### config.mk
export PLATFORM = sky130hd
export DESIGN_NAME = serial_subtractor
export DESIGN_NICKNAME = d
export VERILOG_FILES = /design/src/rtl/serial_subtractor.sv
export SDC_FILE = /design/constraint.sdc
export NUM_CORES = 1
export LEC_CHECK = 0
export ABC_AREA = 1
export CORE_MARGIN = 4
export CORE_UTILIZATION = 55
export DETAILED_ROUTE_END_ITERATION = 6
export PLACE_DENSITY = 0.83
export SLEW_MARGIN = 20
export SYNTH_ARGS = -nofsm -noshare
export SYNTH_HDL_FRONTEND = slang
export SYNTH_SLANG_ARGS = --single-unit
### constraint.sdc
create_clock -name clk -period 3.05 [get_ports clk]
set_input_delay 0.4575 -clock clk [delete_from_list [all_inputs] [get_ports clk]]
set_output_delay 0.4575 -clock clk [all_outputs]
set_load 0.005 [all_outputs]
### src/rtl/serial_subtractor.sv
// serial_subtractor: bit-serial two's-complement subtractor, d = a - b - bin.
// One full-subtractor cell processes one bit per clock, LSB first, with the
// borrow held in a register between steps.
//
// State table:
//   IDLE | waiting for start; ready=1
//   RUN  | shifting operands through the subtractor cell, WIDTH steps
//   DONE | result just published; done=1, ready=1 (back-to-back start allowed)
//
// Ports:
//   clk, rst        clock, synchronous active-high reset
//   start           request an operation (accepted only while ready=1)
//   a, b, bin       minuend, subtrahend, borrow-in (sampled on accept edge)
//   ready, busy     handshake status
//   done            one-cycle pulse when d/BF/OF update
//   d, BF, OF       difference, borrow flag, signed overflow flag
module serial_subtractor #(
    parameter int WIDTH = 8
) (
    input  logic             clk,
    input  logic             rst,
    input  logic             start,
    input  logic [WIDTH-1:0] a,
    input  logic [WIDTH-1:0] b,
    input  logic             bin,
    output logic             ready,
    output logic             busy,
    output logic             done,
    output logic [WIDTH-1:0] d,
    output logic             BF,
    output logic             OF
);

    // Counter must reach WIDTH without wrapping, including WIDTH=32.
    localparam int CW = $clog2(WIDTH + 1);

    typedef enum logic [1:0] {IDLE, RUN, DONE} state_t;

    state_t           state;
    logic [WIDTH-1:0] sa;
    logic [WIDTH-1:0] sb;
    logic [WIDTH-1:0] res;
    logic             borrow;
    logic [CW-1:0]    cnt;
    logic             a_msb;
    logic             b_msb;

    logic             diff;
    logic             borrow_next;
    logic             accept;
    logic             last_step;
    logic [WIDTH-1:0] res_next;

    always_comb begin
        diff        = sa[0] ^ sb[0] ^ borrow;
        borrow_next = (~sa[0] & sb[0]) | (~(sa[0] ^ sb[0]) & borrow);
        accept      = start & ready;
        last_step   = (cnt == CW'(WIDTH - 1));
        res_next    = {diff, res[WIDTH-1:1]};
    end

    always_ff @(posedge clk) begin
        if (rst) begin
            state  <= IDLE;
            ready  <= 1'b1;
            busy   <= 1'b0;
            done   <= 1'b0;
            d      <= '0;
            BF     <= 1'b0;
            OF     <= 1'b0;
            sa     <= '0;
            sb     <= '0;
            res    <= '0;
            borrow <= 1'b0;
            cnt    <= '0;
            a_msb  <= 1'b0;
            b_msb  <= 1'b0;
        end else if (accept) begin
            // Reachable from IDLE and DONE alike; ready is only high there.
            state  <= RUN;
            ready  <= 1'b0;
            busy   <= 1'b1;
            done   <= 1'b0;
            sa     <= a;
            sb     <= b;
            borrow <= bin;
            res    <= '0;
            cnt    <= '0;
            a_msb  <= a[WIDTH-1];
            b_msb  <= b[WIDTH-1];
        end else begin
            case (state)
                IDLE: begin
                    ready <= 1'b1;
                    busy  <= 1'b0;
                    done  <= 1'b0;
                end
                RUN: begin
                    sa     <= sa >> 1;
                    sb     <= sb >> 1;
                    res    <= res_next;
                    borrow <= borrow_next;
                    cnt    <= cnt + CW'(1);
                    if (last_step) begin
                        d     <= res_next;
                        BF    <= borrow_next;
                        // diff on the last step is the result sign bit
                        OF    <= (a_msb != b_msb) & (diff != a_msb);
                        state <= DONE;
                        ready <= 1'b1;
                        busy  <= 1'b0;
                        done  <= 1'b1;
                    end
                end
                DONE: begin
                    state <= IDLE;
                    done  <= 1'b0;
                end
                default: begin
                    state <= IDLE;
                    ready <= 1'b1;
                    busy  <= 1'b0;
                    done  <= 1'b0;
                end
            endcase
        end
    end

endmodule

* After elaboration in Yosys (flattened, before gate mapping)
Index checks and enable logic that the tools add are counted.
** Word-level totals
- Register bits :: 46
- Output and inout bits :: 13
** Operators by class
- $add $sub $neg :: 1
- Equal/unequal tests :: 9
- Mux-type cells :: 15
- Bitwise operators :: 12
- Reductions and logical operators :: 8
** Operators by type and width (number)
- $mux W8 :: 4
- $mux W1 :: 7
- $ne A2 B2 Y1 const B :: 3
- $reduce_and A2 Y1 :: 3
- $not A1 Y1 :: 5
- $add A4 B1 Y4 const B :: 1
- $and A1 B1 Y1 :: 4
- $eq A4 B3 Y1 const B :: 1
- $pmux W1 S2 :: 2
- $pmux W2 S2 :: 1
- $ne A3 B3 Y1 const B :: 1
- $reduce_and A3 Y1 :: 1
- $reduce_or A3 Y1 :: 1
- $eq A2 B1 Y1 const B :: 1
- $eq A2 B2 Y1 const B :: 1
- $logic_not A2 Y1 :: 1
- $mux W2 :: 1
- $ne A1 B1 Y1 :: 2
- $reduce_bool A2 Y1 :: 1
- $reduce_or A2 Y1 :: 1
- $xor A1 B1 Y1 :: 2
- $or A1 B1 Y1 :: 1

* Longest topological paths before layout
- Word-level depth :: 6
- Depth in mapped cells :: 7

* Worst setup path after synthesis
Ideal clock, no wire load.
- Path type :: register to register
- Start :: register sb[0]
- End :: register OF
- Setup time :: 0.116 ns
- Arrival time :: 1.183 ns
- Slack :: 1.751 ns
- Stages on the path, launching flop included :: 7
- Path buffers :: 0
- Cells stage by stage :: dfxtp_1 inv_1 fa_1 nand3_1 o21ai_0 o21ai_0 nor2_1
** On the way
- Word-level cells in the longest chain between the ends :: 4
** Ends and longest elaborated chain
- from (decl) :: RTL line 41 : logic [WIDTH-1:0] sb;
- from (signal assigned) :: RTL line 100 : sb <= sb >> 1;
- $xor A1 B1 Y1 (2 in a row) :: RTL line 55 : diff = sa[0] ^ sb[0] ^ borrow;
- net diff :: RTL line 48 : logic diff;
- $ne A1 B1 Y1 :: RTL line 108 : OF <= (a_msb != b_msb) & (diff != a_msb);
- $and A1 B1 Y1 :: RTL line 108
- to (signal assigned) :: RTL line 108
- to (decl) :: RTL line 31 : output logic OF
The timed path passes the listed nets, and every way through them passes these cells.
A chain may end at the register's enable or synchronous reset.

* Final worst setup path
- Start :: register ready
- End :: output ready
** RTL lines
- from (decl) :: RTL line 26 : output logic ready,
- from (signal assigned) :: RTL line 65 : ready <= 1'b1;
- from (signal assigned) :: RTL line 81 : ready <= 1'b0;
- from (signal assigned) :: RTL line 94 : ready <= 1'b1;
No word-level cell between the ends.

==> results.json <==
{
  "status": "complete, no violations",
  "drtIter0Drc": 102,
  "die_w_um": 65.5,
  "netlist.top_cell.by_area": "dfxtp_1",
  "critPathRequiredTime_ps": 2590,
  "clkLatencyLatePin_ps": 360,
  "postRouteAntennaNets": 0,
  "tns_ps": 0,
  "p_leak_nw": 0.805,
  "ys_ff_latch": 45,
  "ys_top_cells_by_area": "dfxtp_1 (50%), nand2_1 (14%), a31oi_1 (4.8%)",
  "rows": 20,
  "wirelength_mm": 3.52,
  "cts-resized-gates": 0,
  "cp_top_family": "buffers and inverters",
  "fin_crit_ps": 1750,
  "io_pins": 33,
  "hold_ws_ps": 472,
  "final.fill_count": 264,
  "routed_via_density": 5.00,
  "min_path_type": "reg2reg",
  "routedWlPerCell_um": 11.6,
  "period_share_pct": 57.5,
  "post_cts_buffers": 0,
  "dieHeight_um": 65.5,
  "postCtsHoldBufs": 0,
  "final_nets": 279,
  "dp_hpwl_mm": 2.40,
  "area_delta_synth_final_pct": 21.2,
  "setup_ws_ps": 1300,
  "final_common_cell": "nand2_1",
  "whs_path_depth": 2,
  "cts_buffer_depth": 2,
  "ys_warn_count": 0,
  "cts.clk_slew.worst_paths_ps": 140,
  "synthesis.nets": 249,
  "min_from": "res[3]",
  "worstSetupPathType": "reg2out",
  "cellPowerDensity_mw_per_mm2": 511,
  "cp_num_buf_inv": 1,
  "tightest_slew_ps": 464,
  "slew_headroom_pct": 69.0,
  "ctsRootBufferMaster": "clkbuf_4",
  "critPathMaxStageDelay_ps": 530,
  "vdd_drop_max_v": 0.000329,
  "antenna_found_initial": 0,
  "core_mm2": 0.00310,
  "fmax_ghz": 0.570,
  "pre_cts_ws_ps": 917,
  "synthesis.area_mm2": 0.00182,
  "num_antenna_cells": 0,
  "ys_types": 25,
  "slowest_stage": "clkdlybuf4s50_1",
  "routed-via-count": 1510,
  "drc": 0,
  "cts_inserted_buffers": 5,
  "path_cells": "clkdlybuf4s50_1",
  "grt_pass1_wl_mm": 5.79,
  "syn_area_per_cell_um2": 8.00,
  "rr_worst_depth": 7,
  "clock_sinks": 45,
  "holdPathEnd": "res[2]",
  "rrSetupSlack_ps": 1610,
  "cts_tree": "done",
  "grt_usage_pct": 17.5,
  "timing.rr.end": "BF",
  "port_buffers": 32,
  "rsz0062_at_grt": "no",
  "grt_pass1_vias": 1322,
  "start_util_pct": 58.5,
  "grt_start_max_net_pins": 20,
  "reg2reg_from": "ready",
  "first_pass_iters": 4,
  "ys_seq_area_share_pct": 49.6,
  "synthCells": 227,
  "final_cell_mix": "nand2_1 (69), dfxtp_1 (45), clkdlybuf4s50_1 (32), nor2_1 (23), a31oi_1 (14)",
  "finClkSkew_ps": 18.4,
  "worstPathArrival_ps": 1300,
  "crit_fanout": 3,
  "gp_congestion": 0.813,
  "drive_gt1_share_pct": 8.14,
  "end_kind": "primary output",
  "htreeDepth": 2,
  "slew_violations": 0,
  "die_area_mm2": 0.00429,
  "grt_overflow": 0,
  "hold_viol_final": 0,
  "setup_viol": 0,
  "cap_violations": 0,
  "synth_top_area_share_pct": 49.6,
  "crit_path_start_kind": "flip-flop"
}
[cells by family (layout without fill, tap and decap cells)]
family	after synthesis	in the layout	share of synthesized area (%)
AOI/OAI and AO/OA	42	42	12.9
xor gates and xnor gates	1	1	0.482
adders and majority gates	2	2	1.79
buffers and inverters	24	55	7.58
DFF	45	45	49.6
and+or+nand+nor	113	113	27.7
[per-stage QoR]
stage | area, um^2 | power [mW] | instances | utilization, %
finish | 2200 | 1.12 | 302 | 71.0
global route | 2200 | 1.17 | 302 | 71.0
CTS | 2200 | 1.13 | 302 | 71.0
detailed placement | 2120 | 0.765 | 294 | 68.3
global placement | 2120 | 0.763 | 294 | 68.3
floorplan | 1820 | 0.725 | 227 | -
[registers in the layout, summed over array words and instances, names as in the netlist]
signal	count
OF	1
borrow	1
sa	8
BF	1
cnt	4
res	7
state	2
d	8
b_msb	1
done	1
ready	1
busy	1
sb	8
a_msb	1
[per-layer routing]
layer / vias up / part of all wire (%) / global-route usage (%)
li1: 801 / - / -
met1: 667 / 48 / 23.7
met2: 34 / 45 / 26.2
met3: 8 / 5.0 / 4.44
met4: 0 / 1.7 / 7.77
met5: - / 0 / 0
[synthesized netlist by cell type]
cell	instances
nor2_8	1
clkbuf_1	2
a31oi_1	14
dfxtp_1	45
inv_4	1
a21oi_1	10
nor2_4	2
clkinv_2	1
nand2_4	4
o21ai_1	6
nand3_1	11
nor2_1	23
o21ai_0	10
buf_2	2
o21a_1	1
buf_4	1
buf_6	5
a21oi_2	1
nand2_1	69
inv_2	2
inv_1	10
fa_1	1
ha_1	1
nor3_1	3
xor2_1	1
[worst max-delay path by stage]
stage                  to  startpoint  cells past startpoint
floorplan              OF       sb[0]                      6
global placement    sa[7]         rst                      5
detailed placement  sb[7]         rst                      5
CTS                 ready       ready                      1
global route        a_msb         rst                      5
finish              ready       ready                      1
[final cells by class]
type                       count  area [um^2]  share of cell area, %
multi-input combinational    158          778                   35.3
inverter                      14         56.3                   2.56
sequential                    45          901                   40.9
timing repair buffer          33          328                   14.9
tap                           44         55.1                   2.50
clock buffer                   5         37.5                   1.70
clock inverter                 3         46.3                   2.10
[report_power, final]
part	internal [mW]	total (mW)	switching [mW]
sequential	0.610	0.624	0.0141
clock	0.174	0.372	0.198
combinational	0.0554	0.128	0.0730
No activity file was read; power rests on OpenSTA's default activity.
